File: config.mk
export PLATFORM = sky130hd
export DESIGN_NAME = channel_scan_sequencer
export DESIGN_NICKNAME = d
export VERILOG_FILES = /design/src/rtl/scan_pkg.sv /design/src/rtl/dwell_counter.sv /design/src/rtl/channel_scan_sequencer.sv
export SDC_FILE = /design/constraint.sdc
export NUM_CORES = 1
export LEC_CHECK = 0
export ABC_CLOCK_PERIOD_IN_PS = 5200
export CORE_MARGIN = 4
export CORE_UTILIZATION = 55
export DETAILED_ROUTE_END_ITERATION = 6
export HOLD_SLACK_MARGIN = 0.12
export PLACE_DENSITY = 0.81
export SYNTH_ARGS = -nofsm -noshare
export SYNTH_HDL_FRONTEND = slang
export SYNTH_HIERARCHICAL = 1
export SYNTH_SLANG_ARGS = --single-unit
File: constraint.sdc
create_clock -name clk -period 5.2 [get_ports clk]
set_input_delay 0.78 -clock clk [delete_from_list [all_inputs] [get_ports clk]]
set_output_delay 0.78 -clock clk [all_outputs]
set_load 0.02 [all_outputs]
File: src/rtl/scan_pkg.sv
// Shared definitions for channel_scan_sequencer: FSM state encoding, default dwell,
// channel count and the enabled-channel search helper.
package scan_pkg;

  typedef enum logic [1:0] {
    IDLE   = 2'd0,
    DWELL  = 2'd1,
    SAMPLE = 2'd2
  } scan_state_e;

  localparam int unsigned SCAN_DWELL_DEF = 32'd4;
  localparam int unsigned SCAN_NCH       = 32'd4;

  // Returns {found, index} of the lowest enabled channel at or above 'from'.
  function automatic logic [2:0] first_chan(input logic [3:0] m, input logic [2:0] from);
    logic [2:0] r;
    r = 3'b000;
    for (int i = SCAN_NCH - 1; i >= 0; i--) begin
      r = (m[i] && (3'(i) >= from)) ? {1'b1, 2'(i)} : r;
    end
    return r;
  endfunction

endpackage

File: src/rtl/dwell_counter.sv
// 8-bit per-channel dwell counter: load, decrement toward zero, terminal-count flag.
module dwell_counter (
  input  logic       clk,
  input  logic       rst,
  input  logic       load,
  input  logic [7:0] load_val,
  input  logic       dec,
  output logic       tc
);

  logic [7:0] count_d;
  logic [7:0] count_q;

  // Next count: load has priority, decrement saturates at zero
  always_comb begin
    count_d = count_q;
    if (load) begin
      count_d = load_val;
    end else if (dec && (count_q != 8'd0)) begin
      count_d = count_q - 8'd1;
    end else begin
      count_d = count_q;
    end
  end

  // Count register
  always_ff @(posedge clk) begin
    if (rst) begin
      count_q <= 8'd0;
    end else begin
      count_q <= count_d;
    end
  end

  assign tc = (count_q == 8'd0);

endmodule

File: src/rtl/channel_scan_sequencer.sv
// Scans the enabled inputs of a downstream 4:1 mux and publishes one snapshot per frame.
// Optional capture path enabled by macro SCAN_CAPTURE_EN (otherwise snap reads 0000).
module channel_scan_sequencer #(
  parameter int unsigned DWELL = scan_pkg::SCAN_DWELL_DEF
) (
  input  logic       clk,
  input  logic       rst,
  input  logic       start,
  input  logic       stop,
  input  logic [3:0] mask,
  output logic       S1,
  output logic       S0,
  input  logic       Y,
  output logic       busy,
  output logic [3:0] snap,
  output logic       frame_done
);

  // The DWELL state spans DWELL-1 cycles (count DWELL-2 down to 0), SAMPLE adds one more
  localparam logic [7:0] DWELL_LOAD = 8'(DWELL - 32'd2);

  scan_pkg::scan_state_e state_d, state_q;
  logic [1:0] sel_d, sel_q;
  logic       busy_d, busy_q;
  logic [3:0] mask_d, mask_q;
  logic       stop_pend_d, stop_pend_q;
  logic       frame_done_d, frame_done_q;
  logic [3:0] snap_d, snap_q;
  logic [3:0] shadow_d, shadow_q;
  logic       cnt_load_s, cnt_dec_s, cnt_tc_s;
  logic [2:0] first_s, next_s;

  assign first_s = scan_pkg::first_chan(mask, 3'd0);
  assign next_s  = scan_pkg::first_chan(mask_q, {1'b0, sel_q} + 3'd1);

`ifndef SCAN_CAPTURE_EN
  logic unused_y_s;
  assign unused_y_s = Y;
`endif

  dwell_counter u_dwell (
    .clk      (clk),
    .rst      (rst),
    .load     (cnt_load_s),
    .load_val (DWELL_LOAD),
    .dec      (cnt_dec_s),
    .tc       (cnt_tc_s)
  );

  // Next-state, select sequencing and frame publication
  always_comb begin
    state_d      = state_q;
    sel_d        = sel_q;
    busy_d       = busy_q;
    mask_d       = mask_q;
    stop_pend_d  = stop_pend_q | (busy_q & stop);
    frame_done_d = 1'b0;
`ifdef SCAN_CAPTURE_EN
    snap_d       = snap_q;
    shadow_d     = shadow_q;
`else
    snap_d       = 4'b0000;
    shadow_d     = 4'b0000;
`endif
    cnt_load_s   = 1'b0;
    cnt_dec_s    = 1'b0;
    case (state_q)
      scan_pkg::IDLE: begin
        sel_d       = 2'b00;
        busy_d      = 1'b0;
        stop_pend_d = 1'b0;
        if (start && first_s[2]) begin
          mask_d     = mask;
          sel_d      = first_s[1:0];
          busy_d     = 1'b1;
          state_d    = scan_pkg::DWELL;
          cnt_load_s = 1'b1;
        end else begin
          state_d = scan_pkg::IDLE;
        end
      end
      scan_pkg::DWELL: begin
        if (cnt_tc_s) begin
          state_d = scan_pkg::SAMPLE;
        end else begin
          cnt_dec_s = 1'b1;
        end
      end
      scan_pkg::SAMPLE: begin
`ifdef SCAN_CAPTURE_EN
        shadow_d[sel_q] = Y;
`endif
        if (next_s[2]) begin
          sel_d      = next_s[1:0];
          state_d    = scan_pkg::DWELL;
          cnt_load_s = 1'b1;
        end else begin
          // Frame boundary: publish, then either restart on the fresh mask or go idle
          frame_done_d = 1'b1;
`ifdef SCAN_CAPTURE_EN
          snap_d = shadow_d;
`endif
          shadow_d = 4'b0000;
          if (stop_pend_q || stop || !first_s[2]) begin
            state_d     = scan_pkg::IDLE;
            sel_d       = 2'b00;
            busy_d      = 1'b0;
            stop_pend_d = 1'b0;
          end else begin
            mask_d     = mask;
            sel_d      = first_s[1:0];
            state_d    = scan_pkg::DWELL;
            cnt_load_s = 1'b1;
          end
        end
      end
      default: begin
        state_d     = scan_pkg::IDLE;
        sel_d       = 2'b00;
        busy_d      = 1'b0;
        stop_pend_d = 1'b0;
        shadow_d    = 4'b0000;
      end
    endcase
  end

  // State and output registers
  always_ff @(posedge clk) begin
    if (rst) begin
      state_q      <= scan_pkg::IDLE;
      sel_q        <= 2'b00;
      busy_q       <= 1'b0;
      mask_q       <= 4'b0000;
      stop_pend_q  <= 1'b0;
      frame_done_q <= 1'b0;
      snap_q       <= 4'b0000;
      shadow_q     <= 4'b0000;
    end else begin
      state_q      <= state_d;
      sel_q        <= sel_d;
      busy_q       <= busy_d;
      mask_q       <= mask_d;
      stop_pend_q  <= stop_pend_d;
      frame_done_q <= frame_done_d;
      snap_q       <= snap_d;
      shadow_q     <= shadow_d;
    end
  end

  assign S1         = sel_q[1];
  assign S0         = sel_q[0];
  assign busy       = busy_q;
  assign snap       = snap_q;
  assign frame_done = frame_done_q;

endmodule

==> metrics.md, run 1 <==
| Metric | Value |
|---|---|
| Max Clock Freq | `366 MHz` |
| Clock transition at path regs | `roughly 0.1 ns` |
| Int Power | `287 µW` |
| CTS Buf Count | `3` |
| Worst R2R Path Depth | `6` |
| CP Max Fanout | `13` |
| Clock Power Share | `0.148` |
| Post-Syn Instances | `144` |
| Initial antenna violation count | `0` |
| Worst setup EP type | `flop` |
| Antenna Cells | `0` |
| CTS H-tree lvls | `1` |
| Layout Cells excl Fill | `approximately 190` |
| Worst Path Required | `5.41 ns` |
| Syn-to-layout area delta | `12.6%` |
| Syn Std Cell Area | `1220 µm²` |
| I/O Pins | `17` |
| Nets | `roughly 180` |
| Fill count | `about 170` |
| Synthesized flop and latch total | `18` |
| Crit path DAT | `2.95 ns` |
| Routed via count | `1,052` |
| Starting density of the core | `0.602` |
| CTS root buffer | `clkbuf_4` |
| CTS tree | `yes` |
| Overall routing resource usage | `0.202` |
| Synth cell types | `48` |
| Chip height | `55.0 µm` |
| TNS Setup | `0 ns` |
| Number of synthesized flops with an enable pin | `0` |
| Total setup buffers inserted after CTS | `0` |
| Vias in the first global route | `1,010` |
| Overflow after GRT | `0` |
| PwrDens | `approximately 350 nW/µm²` |
| Rel. slew slack | `0.465` |
| RSZ-0062 raised after global routing | `no` |
| Die area | `3030 µm²` |
| Final slew viol count | `0` |
| Placer Congestion | `0.859` |
| Total Wirelength | `2450 µm` |
| Top_reg_cell synth | `dfxtp_1` |
| Clock latency on the worst-skew pair | `0.30 ns` |
| Detailed Place HPWL | `1840 µm` |
| Share of cells above drive strength 1 | `0.101` |
| Slowest Stage Delay on Critical Path | `0.71 ns` |
| First-pass GRT wire length | `4360 µm` |
| Via density | `5.66` |
| Post-synthesis async set-or-reset flop share | `0` |
| P_sw | `197 µW` |
| Resize count post-CTS | `0` |
| Clk_skew | `0.00501 ns` |
| Slowest CP cell | `or4_2` |
| Startpoint Class | `primary input` |
| Synthesized area per cell | `8.45 µm²` |
| Row cnt | `16` |
| Largest net degree at the start of global routing | `23` |
| Least-Margin Pin Slew | `0.800 ns` |
| DRC errors left | `0` |
| Register share of total power | `0.398` |
| # hold bufs at CTS | `0` |
| Crit path time final | `between 2 and 3 ns` |
| Pleak | `0.000510 µW` |
| Die X-Extent | `55.0 µm` |
| VDD IR-drop max | `between 0.2 and 0.25 mV` |
| Critical path, cell by cell | `clkdlybuf4s50_1 > nor4_1 > a21oi_1 > a21o_1 > or4_2 > o211ai_1` |
| YS warnings | `6` |
| Placed insts | `183` |
| DR pass1 iterations | `4` |
| Final Cell Area | `1370 µm²` |
| Max Cap Viol | `0` |
| Average wire per standard cell | `13.1 µm` |
| Max clock buf depth | `2` |
| Part of the Yosys area used for sequential elements | `0.296` |
| Critical path class | `primary input to flop` |
| Sw Ratio | `0.407` |
| Gate power share | `0.454` |
| Placed inst area | `1350 µm²` |
| Run status | `completed` |
| Core ar. | `2020 µm²` |
| Tightest Hold Check Type | `flop to flop` |
| Period utilisation layout | `0.526` |
| Clock net sink count | `18` |
| Port bufs | `11` |
| First-iteration detailed-routing DRC count | `11` |
| Fin. Hold Viols | `0` |
| Finish-stage setup viols | `0` |
| Routed Antenna Nets | `0` |
| Worst hold stages | `2` |
==> path summary, 6_finish.rpt <==
kind | start | to | slack [ns]
setup / recovery | mask[1] | u_dwell/count_q[1]$_SDFFE_PP0P_ | 2.47
hold / removal | mask_q[2]$_SDFFE_PP0P_ | mask_q[2]$_SDFFE_PP0P_ | 0.56
setup reg to reg | state_q[1]$_SDFFE_PP0N_ | u_dwell/count_q[5]$_SDFFE_PP0P_ | 2.60
hold reg to reg | mask_q[2]$_SDFFE_PP0P_ | mask_q[2]$_SDFFE_PP0P_ | 0.56
==> metal layers <==
metal | GRT usage | part of all wire | wire length (µm) | vias up
met2 | 0.343 | 0.48 | 1180 | 19
met4 | 0.0850 | 0.013 | 33 | 0
met5 | 0 | 0 | 0 | -
met3 | 0.0322 | 0.034 | 84 | 4
li1 | - | - | - | 545
met1 | 0.252 | 0.47 | 1150 | 484
==> placed cells by master, fill, tap and decap left out, types with 2 or more instances in the layout <==
master,n
nor3b_1,3
nor2b_1,3
nor4_1,2
or4_2,2
dfxtp_1,18
a211oi_2,2
ha_1,7
nand2_1,5
inv_1,10
or4_1,2
a21oi_1,11
nor2_1,16
xnor2_1,3
conb_1,12
o211ai_1,2
or3_2,2
clkbuf_4,3
mux2i_1,5
o22ai_1,2
a311oi_1,3
o21ai_0,7
nor3_1,5
clkdlybuf4s50_1,11
==> worst max-delay path, delay by kind of cell <==
family | cells | cell delay [ns]
and+or+nand+nor | 2 | 1.18
buffers and inverters | 1 | 0.50
AOI/OAI and AO/OA | 3 | 0.48
==> cell families after synthesis <==
family,count (synthesis),share of synthesized area
buf+inv,21,0.0781
mux,5,0.0411
other cells,2,0.00617
compound gates,41,0.269
xor+xnor,3,0.0216
flops,18,0.296
fa+ha+maj,7,0.0719
simple gates,47,0.216
==> per-stage QoR <==
step	utilization	setup WS, ns	hold WS, ns	power (µW)
3_3_place_gp	0.667	2.20	0.501	403
5_1_grt	0.678	2.34	0.593	523
2_1_floorplan	-	2.88	0.479	363
4_1_cts	0.678	2.48	0.547	486
6_report	0.678	2.47	0.556	484
3_5_place_dp	0.667	2.16	0.530	414
==> synth_stat cells, types with 2 or more instances <==
cell      instances  area share
dfxtp_1          18        0.30
nor2_1           16       0.049
a21oi_1          11       0.045
inv_1            10       0.031
ha_1              7       0.072
o21ai_0           7       0.029
mux2i_1           5       0.041
nand2_1           5       0.015
nor3_1            5       0.021
buf_4             4       0.025
a311oi_1          3       0.022
clkbuf_1          3      0.0092
nor2b_1           3       0.015
nor3b_1           3       0.018
xnor2_1           3       0.022
a211oi_2          2       0.021
conb_1            2      0.0062
nor4_1            2       0.010
o211ai_1          2       0.012
o22ai_1           2       0.010
or3_2             2       0.012
or4_1             2       0.012
or4_2             2       0.014
==> flip-flops by register name, indices dropped and copies added, names as in the netlist <==
signal / flops
busy: 1
frame_done: 1
mask_q: 3
sel_q: 2
state_q: 2
stop_pend_q: 1
u_dwell/count_q: 8
==> layout make-up <==
type	instances	area, µm²	area share
Multi-Input combinational cell	115	800	0.583
Sequential cell	18	360	0.263
Timing Repair Buffer	11	110	0.0803
Inverter	12	45.0	0.0328
Tap cell	27	33.8	0.0246
Clock buffer	3	22.5	0.0164
==> power groups by stage <==
stage          logic [µW]  clock network, µW  registers, µW
2_1_floorplan         170                  0            193
3_3_place_gp          210                  0            193
3_5_place_dp          219                  0            195
4_1_cts               220               74.1            192
5_1_grt               245               81.1            197
6_report              220               71.5            192
(Power assumes the default switching activity.)
==> run 2: changes to the inputs <==
--- a/config.mk
+++ b/config.mk
@@ -5,12 +5,12 @@
 export SDC_FILE = /design/constraint.sdc
 export NUM_CORES = 1
 export LEC_CHECK = 0
-export ABC_CLOCK_PERIOD_IN_PS = 5200
+export ABC_CLOCK_PERIOD_IN_PS = 2800
 export CORE_MARGIN = 4
-export CORE_UTILIZATION = 55
+export CORE_UTILIZATION = 53
 export DETAILED_ROUTE_END_ITERATION = 6
 export HOLD_SLACK_MARGIN = 0.12
-export PLACE_DENSITY = 0.81
+export PLACE_DENSITY = 0.79
 export SYNTH_ARGS = -nofsm -noshare
 export SYNTH_HDL_FRONTEND = slang
 export SYNTH_HIERARCHICAL = 1
==> constraint.sdc (replaced) <==
create_clock -name clk -period 2.8 [get_ports clk]
set_input_delay 0.42 -clock clk [delete_from_list [all_inputs] [get_ports clk]]
set_output_delay 0.42 -clock clk [all_outputs]
set_load 0.02 [all_outputs]
==> metrics.md, run 2 (synthesis gave the netlist of run 1 again) <==
| Metric | Value |
|---|---|
| Run status | `completed (unchanged)` |
| Footprint of the multi-input gates | `802 µm² (was 800 µm²)` |
| Row cnt | `17 (was 16)` |
| Overflow after GRT | `0 (unchanged)` |
| DRC errors left | `0 (unchanged)` |
| Chip height | `55.9 µm (was 55.0 µm)` |
| Largest regs | `u_dwell/count_q (8), mask_q (3) (unchanged)` |
| Worst Path Required | `2.97 ns (was 5.41 ns)` |
| Max reg flops | `8 (unchanged)` |
| Die X-Extent | `55.9 µm (was 55.0 µm)` |
| Largest net degree at the start of global routing | `22 (was 23)` |
| First-pass GRT wire length | `4380 µm (was 4360 µm)` |
| Routed Antenna Nets | `0 (unchanged)` |
| DR pass1 iterations | `4 (unchanged)` |
| Vias in the first global route | `1,007 (was 1,010)` |
| Average wire per standard cell | `13.5 µm (was 13.1 µm)` |
| Max clock buf depth | `2 (unchanged)` |
| Antenna Cells | `0 (unchanged)` |
| TNS Setup | `0 ns (unchanged)` |
| Placer Congestion | `0.846 (was 0.859)` |
| CTS root buffer | `clkbuf_4 (unchanged)` |
| First-iteration detailed-routing DRC count | `12 (was 11)` |
| CTS Buf Count | `3 (unchanged)` |
| PwrDens | `665 nW/µm² (was 353 nW/µm²)` |
| Max Clock Freq | `around 410 MHz` |
| Clock latency on the worst-skew pair | `0.29 ns (was 0.30 ns)` |
| Period utilisation layout | `0.862` |
| Clock transition at path regs | `0.10 ns (about the same)` |
| Crit path DAT | `2.59 ns (was 2.95 ns)` |
| Clock net sink count | `18 (unchanged)` |
| Fill count | `198 (was 174)` |
| VDD IR-drop max | `0.369 mV (was 0.246 mV)` |
| CTS tree | `yes (unchanged)` |
| Via density | `5.67 (was 5.66)` |
| Tightest Hold Check Type | `flop to flop (unchanged)` |
| Pre-CTS worst setup slack | `0.200 ns (was 2.16 ns)` |
| # hold bufs at CTS | `0 (unchanged)` |
| Finish-stage setup viols | `0 (unchanged)` |
| Fin. Hold Viols | `0 (unchanged)` |
| Crit path time final | `2.41 ns` |
| Final slew viol count | `0 (unchanged)` |
| Worst setup EP type | `flop (unchanged)` |
| Share of cells above drive strength 1 | `0.134 (was 0.101)` |
| Nets | `181 (was 177)` |
| Starting density of the core | `0.556 (was 0.602)` |
| Overall routing resource usage | `0.170 (was 0.202)` |
| Routed via count | `1,089 (was 1,052)` |
| Most flop-heavy register | `u_dwell/count_q (unchanged)` |
| Commonest non-fill, non-tap cells in the layout | `18 x dfxtp_1, 16 x nor2_1, 12 x conb_1 (unchanged)` |
| Clk_skew | `0.00862 ns (was 0.00501 ns)` |
| Port bufs | `11 (unchanged)` |
| Rel. slew slack | `0.661 (was 0.465)` |
| Core ar. | `2190 µm² (was 2020 µm²)` |
| Critical path class | `flop to flop (was primary input to flop)` |
| Commonest non-fill, non-tap cell in the layout | `dfxtp_1 (unchanged)` |
| Detailed Place HPWL | `1940 µm (was 1840 µm)` |
| RSZ-0062 raised after global routing | `no (unchanged)` |
| Placed insts | `188 (was 183)` |
| I/O Pins | `17 (unchanged)` |
| CP Max Fanout | `8 (was 13)` |
| Least-Margin Pin Slew | `0.506 ns (was 0.800 ns)` |
| Die area | `3130 µm² (was 3030 µm²)` |
| Sequential cell area | `360 µm² (unchanged)` |
| Pleak | `0.000538 µW (was 0.000510 µW)` |
| Startpoint Class | `flop (was primary input)` |
| Max Cap Viol | `0 (unchanged)` |
| Layout Cells excl Fill | `192 (was 186)` |
| Total Wirelength | `2590 µm (was 2450 µm)` |
| Initial antenna violation count | `0 (unchanged)` |
| Syn-to-layout area delta | `16.5% (was 12.6%)` |
| CTS H-tree lvls | `1 (unchanged)` |
| Crit path setup slack, layout | `0.386 ns (was 2.47 ns)` |
## run 2: cell types whose count changed in the layout (fill, tap and decap cells not counted)
cell	previous run	this run
buf_4	0	4
clkbuf_8	0	1
nor2b_1	3	2
nor2b_2	0	1
## run 2: critical path, stage by stage (launching register included)
cell and delay (ns):
dfxtp_1 0.38, inv_1 0.10, ha_1 0.21, inv_1 0.13, nor4_1 0.09, nor2b_2 0.40, or3b_2 0.50, nor3_1 0.21
mux2i_1 0.21, a211oi_1 0.08
## run 2: layout make-up
type / count / share of cell area
clock buffer: 4 / 0.0256
sequential: 18 / 0.254
tap: 28 / 0.0247
multi-input combinational: 115 / 0.565
timing repair buffer: 15 / 0.0988
inverter: 12 / 0.0317
## run 2: report_power, final
group          internal (µW)  total, µW  switching, µW
Clock                   79.2        160           80.4
Combinational            190        426            236
Sequential               302        358           56.0
## run 2: metrics by stage
step           area (µm²)  utilization  total power, µW  hold slack, ns
2_1_floorplan        1250            -              675           0.479
3_3_place_gp         1380        0.630              760           0.504
3_5_place_dp         1380        0.630              781           0.505
4_1_cts              1420        0.646              946           0.520
5_1_grt              1420        0.648             1010           0.561
6_report             1420        0.648              944           0.533
## run 2: path summary, 6_finish.rpt
check	start	end	slack, ns	depth (start not counted)
worst max register to register	u_dwell/count_q[0]$_SDFFE_PP0P_	u_dwell/count_q[7]$_SDFFE_PP0P_	0.39	9
worst min-delay path	u_dwell/count_q[5]$_SDFFE_PP0P_	u_dwell/count_q[5]$_SDFFE_PP0P_	0.53	2
worst max-delay path	u_dwell/count_q[0]$_SDFFE_PP0P_	u_dwell/count_q[7]$_SDFFE_PP0P_	0.39	9
worst min register to register	u_dwell/count_q[5]$_SDFFE_PP0P_	u_dwell/count_q[5]$_SDFFE_PP0P_	0.53	2
## run 2: routing by layer
metal,global-route usage,wire (µm),up-vias
li1,-,-,548
met1,0.226,1210,521
met2,0.282,1290,18
met3,0.0278,83,2
met4,0.0508,14,0
met5,0,0,-
## run 2: what timing repair did
item | 4_1_cts | 5_1_grt
buffers inserted | 0 | 0
resized for setup | 0 | 1
endpoints found under the setup margin | 0 | 2
